### src/rtl/serial_add_pkg.sv
// Shared definitions for the bit-serial (slice-serial) adder controller.
//   add_state_e : controller FSM states.
//   DEF_WIDTH   : default operand/result width.
//   DEF_SLICE   : default width of the shared adder slice.
//   cnt_width() : slice counter width, max(1, clog2(nslice)).
package serial_add_pkg;

  typedef enum logic [1:0] {
    IDLE = 2'd0,
    RUN  = 2'd1,
    DONE = 2'd2
  } add_state_e;

  localparam int DEF_WIDTH = 16;
  localparam int DEF_SLICE = 2;

  function automatic int cnt_width(input int nslice);
    int w;
    w = $clog2(nslice);
    return (w < 1) ? 1 : w;
  endfunction

endpackage

### src/rtl/serial_add_ctrl_add_slice.sv
// add_slice: combinational SLICE-bit unsigned adder shared by every step of
// the serial add.
//   a, b : slice operands
//   cin  : slice carry-in
//   sum  : slice sum, modulo 2^SLICE
//   cout : carry out of the slice MSB
module add_slice #(
  parameter int SLICE = 2
) (
  input  logic [SLICE-1:0] a,
  input  logic [SLICE-1:0] b,
  input  logic             cin,
  output logic [SLICE-1:0] sum,
  output logic             cout
);

  assign {cout, sum} = {1'b0, a} + {1'b0, b} + {{SLICE{1'b0}}, cin};

endmodule

### src/rtl/serial_add_ctrl.sv
// serial_add_ctrl: computes A + B + Carry_i over WIDTH bits by time-sharing a
// single SLICE-bit adder, LSB slice first, one slice per clock. The slice
// carry is chained through a register between steps.
//
// Optional build macro SERIAL_ADD_SUB_EN adds Sub_i: when set at accept the
// controller computes A - B (B inverted, carry-in forced to 1) and Carry_o=1
// then means "no borrow".
//
// Ports:
//   Clk_i, Rst_ni     : clock, synchronous active-low reset
//   Valid_i / Ready_o : operand handshake (Ready_o high only in IDLE)
//   A_i, B_i, Carry_i : operands and carry-in, captured at accept
//   Sub_i             : subtract select (only with SERIAL_ADD_SUB_EN)
//   Valid_o / Ready_i : result handshake (Valid_o high only in DONE)
//   Sum_o, Carry_o    : result, held after the handshake until the next op
//   Busy_o            : high while an operation is in RUN or DONE
module serial_add_ctrl
  import serial_add_pkg::*;
#(
  parameter int WIDTH = DEF_WIDTH,
  parameter int SLICE = DEF_SLICE
) (
  input  logic             Clk_i,
  input  logic             Rst_ni,
  input  logic             Valid_i,
  output logic             Ready_o,
  input  logic [WIDTH-1:0] A_i,
  input  logic [WIDTH-1:0] B_i,
  input  logic             Carry_i,
`ifdef SERIAL_ADD_SUB_EN
  input  logic             Sub_i,
`endif
  output logic             Valid_o,
  input  logic             Ready_i,
  output logic [WIDTH-1:0] Sum_o,
  output logic             Carry_o,
  output logic             Busy_o
);

  localparam int NSLICE = WIDTH / SLICE;
  localparam int CW     = cnt_width(NSLICE);

  if ((SLICE < 1) || (WIDTH % SLICE != 0)) begin : g_bad_cfg
    $error("serial_add_ctrl: WIDTH must be a non-zero multiple of SLICE");
  end

  add_state_e       state_q, state_d;
  logic [CW-1:0]    cnt_q;
  logic [WIDTH-1:0] a_q, b_q, sum_q;
  logic             cry_q;

  logic             accept;
  logic             last_step;
  logic             sub_sel;
  logic [WIDTH-1:0] b_load;
  logic             cin_load;
  logic [SLICE-1:0] slice_sum;
  logic             slice_cout;
  logic [WIDTH-1:0] sum_shift;

`ifdef SERIAL_ADD_SUB_EN
  assign sub_sel = Sub_i;
`else
  assign sub_sel = 1'b0;
`endif

  // Subtraction is A + ~B + 1; the forced carry-in replaces Carry_i.
  assign b_load   = sub_sel ? ~B_i : B_i;
  assign cin_load = sub_sel ? 1'b1 : Carry_i;

  assign accept    = (state_q == IDLE) && Valid_i;
  assign last_step = (cnt_q == CW'(NSLICE - 1));

  add_slice #(.SLICE(SLICE)) u_slice (
    .a    (a_q[SLICE-1:0]),
    .b    (b_q[SLICE-1:0]),
    .cin  (cry_q),
    .sum  (slice_sum),
    .cout (slice_cout)
  );

  // New slice enters at the MSB end; after NSLICE steps the first slice has
  // reached bit 0 and the register holds the aligned result.
  if (NSLICE == 1) begin : g_one_slice
    assign sum_shift = slice_sum;
  end else begin : g_multi_slice
    assign sum_shift = {slice_sum, sum_q[WIDTH-1:SLICE]};
  end

  always_comb begin
    state_d = state_q;
    case (state_q)
      IDLE:    if (Valid_i)   state_d = RUN;
      RUN:     if (last_step) state_d = DONE;
      DONE:    if (Ready_i)   state_d = IDLE;
      default:                state_d = IDLE;
    endcase
  end

  // Control and visible result state.
  always_ff @(posedge Clk_i) begin
    if (!Rst_ni) begin
      state_q <= IDLE;
      cnt_q   <= '0;
      sum_q   <= '0;
      cry_q   <= 1'b0;
    end else begin
      state_q <= state_d;
      if (accept) begin
        cnt_q <= '0;
        cry_q <= cin_load;
      end else if (state_q == RUN) begin
        cnt_q <= cnt_q + CW'(1);
        cry_q <= slice_cout;
        sum_q <= sum_shift;
      end
    end
  end

  // Operand shift registers: contents are don't-care outside RUN.
  always_ff @(posedge Clk_i) begin
    if (accept) begin
      a_q <= A_i;
      b_q <= b_load;
    end else if (state_q == RUN) begin
      a_q <= a_q >> SLICE;
      b_q <= b_q >> SLICE;
    end
  end

  assign Ready_o = (state_q == IDLE);
  assign Valid_o = (state_q == DONE);
  assign Busy_o  = (state_q != IDLE);
  assign Sum_o   = sum_q;
  assign Carry_o = cry_q;

endmodule
### config.mk
export PLATFORM = sky130hd
export DESIGN_NAME = serial_add_ctrl
export DESIGN_NICKNAME = d
export VERILOG_FILES = /design/src/rtl/serial_add_pkg.sv /design/src/rtl/serial_add_ctrl_add_slice.sv /design/src/rtl/serial_add_ctrl.sv
export SDC_FILE = /design/constraint.sdc
export NUM_CORES = 1
export LEC_CHECK = 0
export CAP_MARGIN = 15
export CORE_AREA = 2 2 94 78
export CTS_BUF_LIST = sky130_fd_sc_hd__clkbuf_4
export DETAILED_ROUTE_END_ITERATION = 6
export DIE_AREA = 0 0 96 80
export PLACE_DENSITY_LB_ADDON = 0.05
export SYNTH_ARGS = -nofsm -noshare
export SYNTH_HDL_FRONTEND = slang
export SYNTH_HIERARCHICAL = 1
export SYNTH_SLANG_ARGS = --single-unit
### constraint.sdc
create_clock -name Clk_i -period 2.5 [get_ports Clk_i]
set_input_delay 0.25 -clock Clk_i [delete_from_list [all_inputs] [get_ports Clk_i]]
set_output_delay 0.25 -clock Clk_i [all_outputs]
set_load 0.01 [all_outputs]
==> impl_metrics.json <==
{
  "h-tree-depth": 2,
  "routed-via-count": 1443,
  "dieArea_sq_um": 7680,
  "cts_buffer_depth": 2,
  "cp-end-kind": "output pin",
  "critical_path_required_ns": 2.25,
  "cpPeakStageDelay_ns": 0.54,
  "port_buffers": 56,
  "global_route.overflow_total": 0,
  "setup_viol_count_final": 0,
  "post_drt_wl_per_cell_um": 12.6,
  "insertion_delay_ns": 0.35,
  "gp_congestion": 0.694,
  "final_common_cell": "clkdlybuf4s50_1",
  "ys_top_cells_by_area": "edfxtp_1 (42%), dfxtp_1 (19%), mux2_2 (13%)",
  "ioPinCount": 57,
  "drtPass1Iterations": 4,
  "grt_max_degree": 35,
  "cts_inserted_buffers": 5,
  "cp_max_fo": 6,
  "synth_area_sq_um": 2290,
  "core-area_sq_um": 6720,
  "cp-start-kind": "flip-flop",
  "critPathKind": "flip-flop to output pin",
  "std_cell_rows": 27,
  "postCtsHoldBufs": 0,
  "relSlewSlack_pct": 48.7,
  "grt_use_total_pct": 11.5,
  "ys_warn_count": 6,
  "place_area_sq_um": 2950,
  "post_cts_buffers": 0,
  "cp_slowest_cell": "clkdlybuf4s50_1",
  "ys_ff_latch": 54,
  "drc_errors": 0,
  "drive_above_1_share_pct": 17.2,
  "fillerInstances": 637,
  "synth.distinct_cells": 23,
  "tns_ns": 0,
  "synth_top_area_share_pct": 42.0,
  "skew_ns": 0.0138,
  "hold_violations": 0,
  "clock-sinks": 54,
  "ant_nets": 0,
  "vdd_drop_max_uv": 228,
  "maxCapViolations": 0,
  "hold_ws_ns": 0.476,
  "final_max_slew_viol_count": 0,
  "post-route-period-util_pct": 79.4,
  "status": "completed",
  "p_leak_nw": 1.08,
  "grt_pass1_wl_um": 6870,
  "dieWidth_um": 96,
  "layout_common_cells": "clkdlybuf4s50_1 (56), nand2_1 (37), edfxtp_1 (32)",
  "synth.largest_area_cell": "edfxtp_1",
  "design_area_sq_um": 3030,
  "synthCells": 180,
  "cts.clk_slew.worst_paths_ns": 0.15,
  "area_growth_syn_to_layout_pct": 32.4,
  "avgSynthCellArea_sq_um": 12.7,
  "arrival_ns": 1.74,
  "grt_pass1_vias": 1419,
  "hp-class": "flip-flop to flip-flop",
  "wl_um": 4080,
  "worstPathCellList": "or2_2 > inv_1 > clkdlybuf4s50_1",
  "fin_nets": 278,
  "cts_resized": 0,
  "tightest_slew_ns": 0.769,
  "start_util_pct": 34.0,
  "syn-num-nets": 221,
  "viasPerCell": 4.44,
  "period_minus_slack_ns": 1.99,
  "die_h_um": 80,
  "antenna_found_initial": 0,
  "dp.final_hpwl_um": 2800,
  "drt_iter0_markers": 62,
  "ys_seq_area_share_pct": 61.2,
  "cts_tree": "yes",
  "power_density_nw_per_um2": 595,
  "rsz0062_at_grt": "no",
  "timing.fmax_ghz": 0.504,
  "cts_root_buffer": "clkbuf_4",
  "num_antenna_cells": 0
}
## area by class of cell
type	count	area (sq um)	area share [%]
Timing Repair Buffer	59	608	20.1
Tap cell	87	109	3.59
Sequential cell	54	1400	46.2
Clock buffer	6	45.0	1.49
Multi-Input combinational cell	107	796	26.3
Clock inverter	2	33.8	1.11
Inverter	10	37.5	1.24
## synth_stat cells
library cell and count:
a21boi_0 16, a21oi_1 2, a22oi_1 1, and2_1 4, buf_2 4, buf_6 3
clkbuf_1 2, dfxtp_1 22, edfxtp_1 32, fa_1 2, ha_1 2, inv_1 10
mux2_1 1, mux2_2 27, nand2_1 37, nand2b_1 2, nor2_1 4, nor2b_1 3
nor3b_4 1, o21a_1 2, o221a_2 1, or2_2 1, xnor2_1 1
## logic make-up (layout without fill, tap and decap cells)
group                      count (synthesis)  after routing  share of synthesized area, %
DFF                                       54             54                          61.2
and+or+nand+nor                           52             52                          10.3
muxes                                     28             28                          13.8
AOI/OAI and AO/OA                         22             22                          7.16
buffers and inverters                     19             77                          4.32
adders and majority gates                  4              4                          2.84
xor gates and xnor gates                   1              1                         0.383
## per-layer routing
layer / vias to the layer above / track usage (%) / routed length (um)
met5: - / 0 / 0
met4: 0 / 3.00 / 21
met2: 36 / 17.7 / 1830
li1: 723 / - / -
met1: 682 / 15.5 / 2000
met3: 2 / 3.78 / 231
## where the power goes
group	leakage [nW]	total (mW)	internal (mW)	switching, mW
logic	0.535	0.267	0.158	0.109
clock network	0.0433	0.478	0.220	0.258
registers	0.502	1.06	1.04	0.0238
total	1.08	1.80	1.41	0.391
## registers in the layout (all words and copies together), names as in the netlist
register,flops
Carry_o,1
Sum_o,16
a_q,16
b_q,16
cnt_q,3
state_q,2
## stage by stage
step,worst slack (ns),std cells,utilization (%),power [mW]
2_1_floorplan,0.192,180,-,1.23
3_3_place_gp,0.650,317,43.9,1.35
3_5_place_dp,0.648,317,43.9,1.35
4_1_cts,0.486,325,45.1,1.83
5_1_grt,0.400,325,45.1,1.90
6_report,0.515,325,45.1,1.80
## worst max-delay path: cells and delay by family, from the launching register on
family	cells	cell delay [ns]
buffers and inverters	2	0.63
flip-flops	1	0.41
AND/OR/NAND/NOR	1	0.34
## worst paths after layout
| kind | from | endpoint | slack (ns) | cells past startpoint |
|---|---|---|---|---|
| worst min-delay path | Sum_o[1] | Sum_o[1] | 0.48 | 2 |
| worst min register to register | Sum_o[1] | Sum_o[1] | 0.48 | 2 |
| worst max register to register | a_q[0] | Sum_o[15] | 0.90 | 6 |
| worst max-delay path | state_q[1] | Ready_o | 0.51 | 3 |
(Power assumes the default switching activity.)
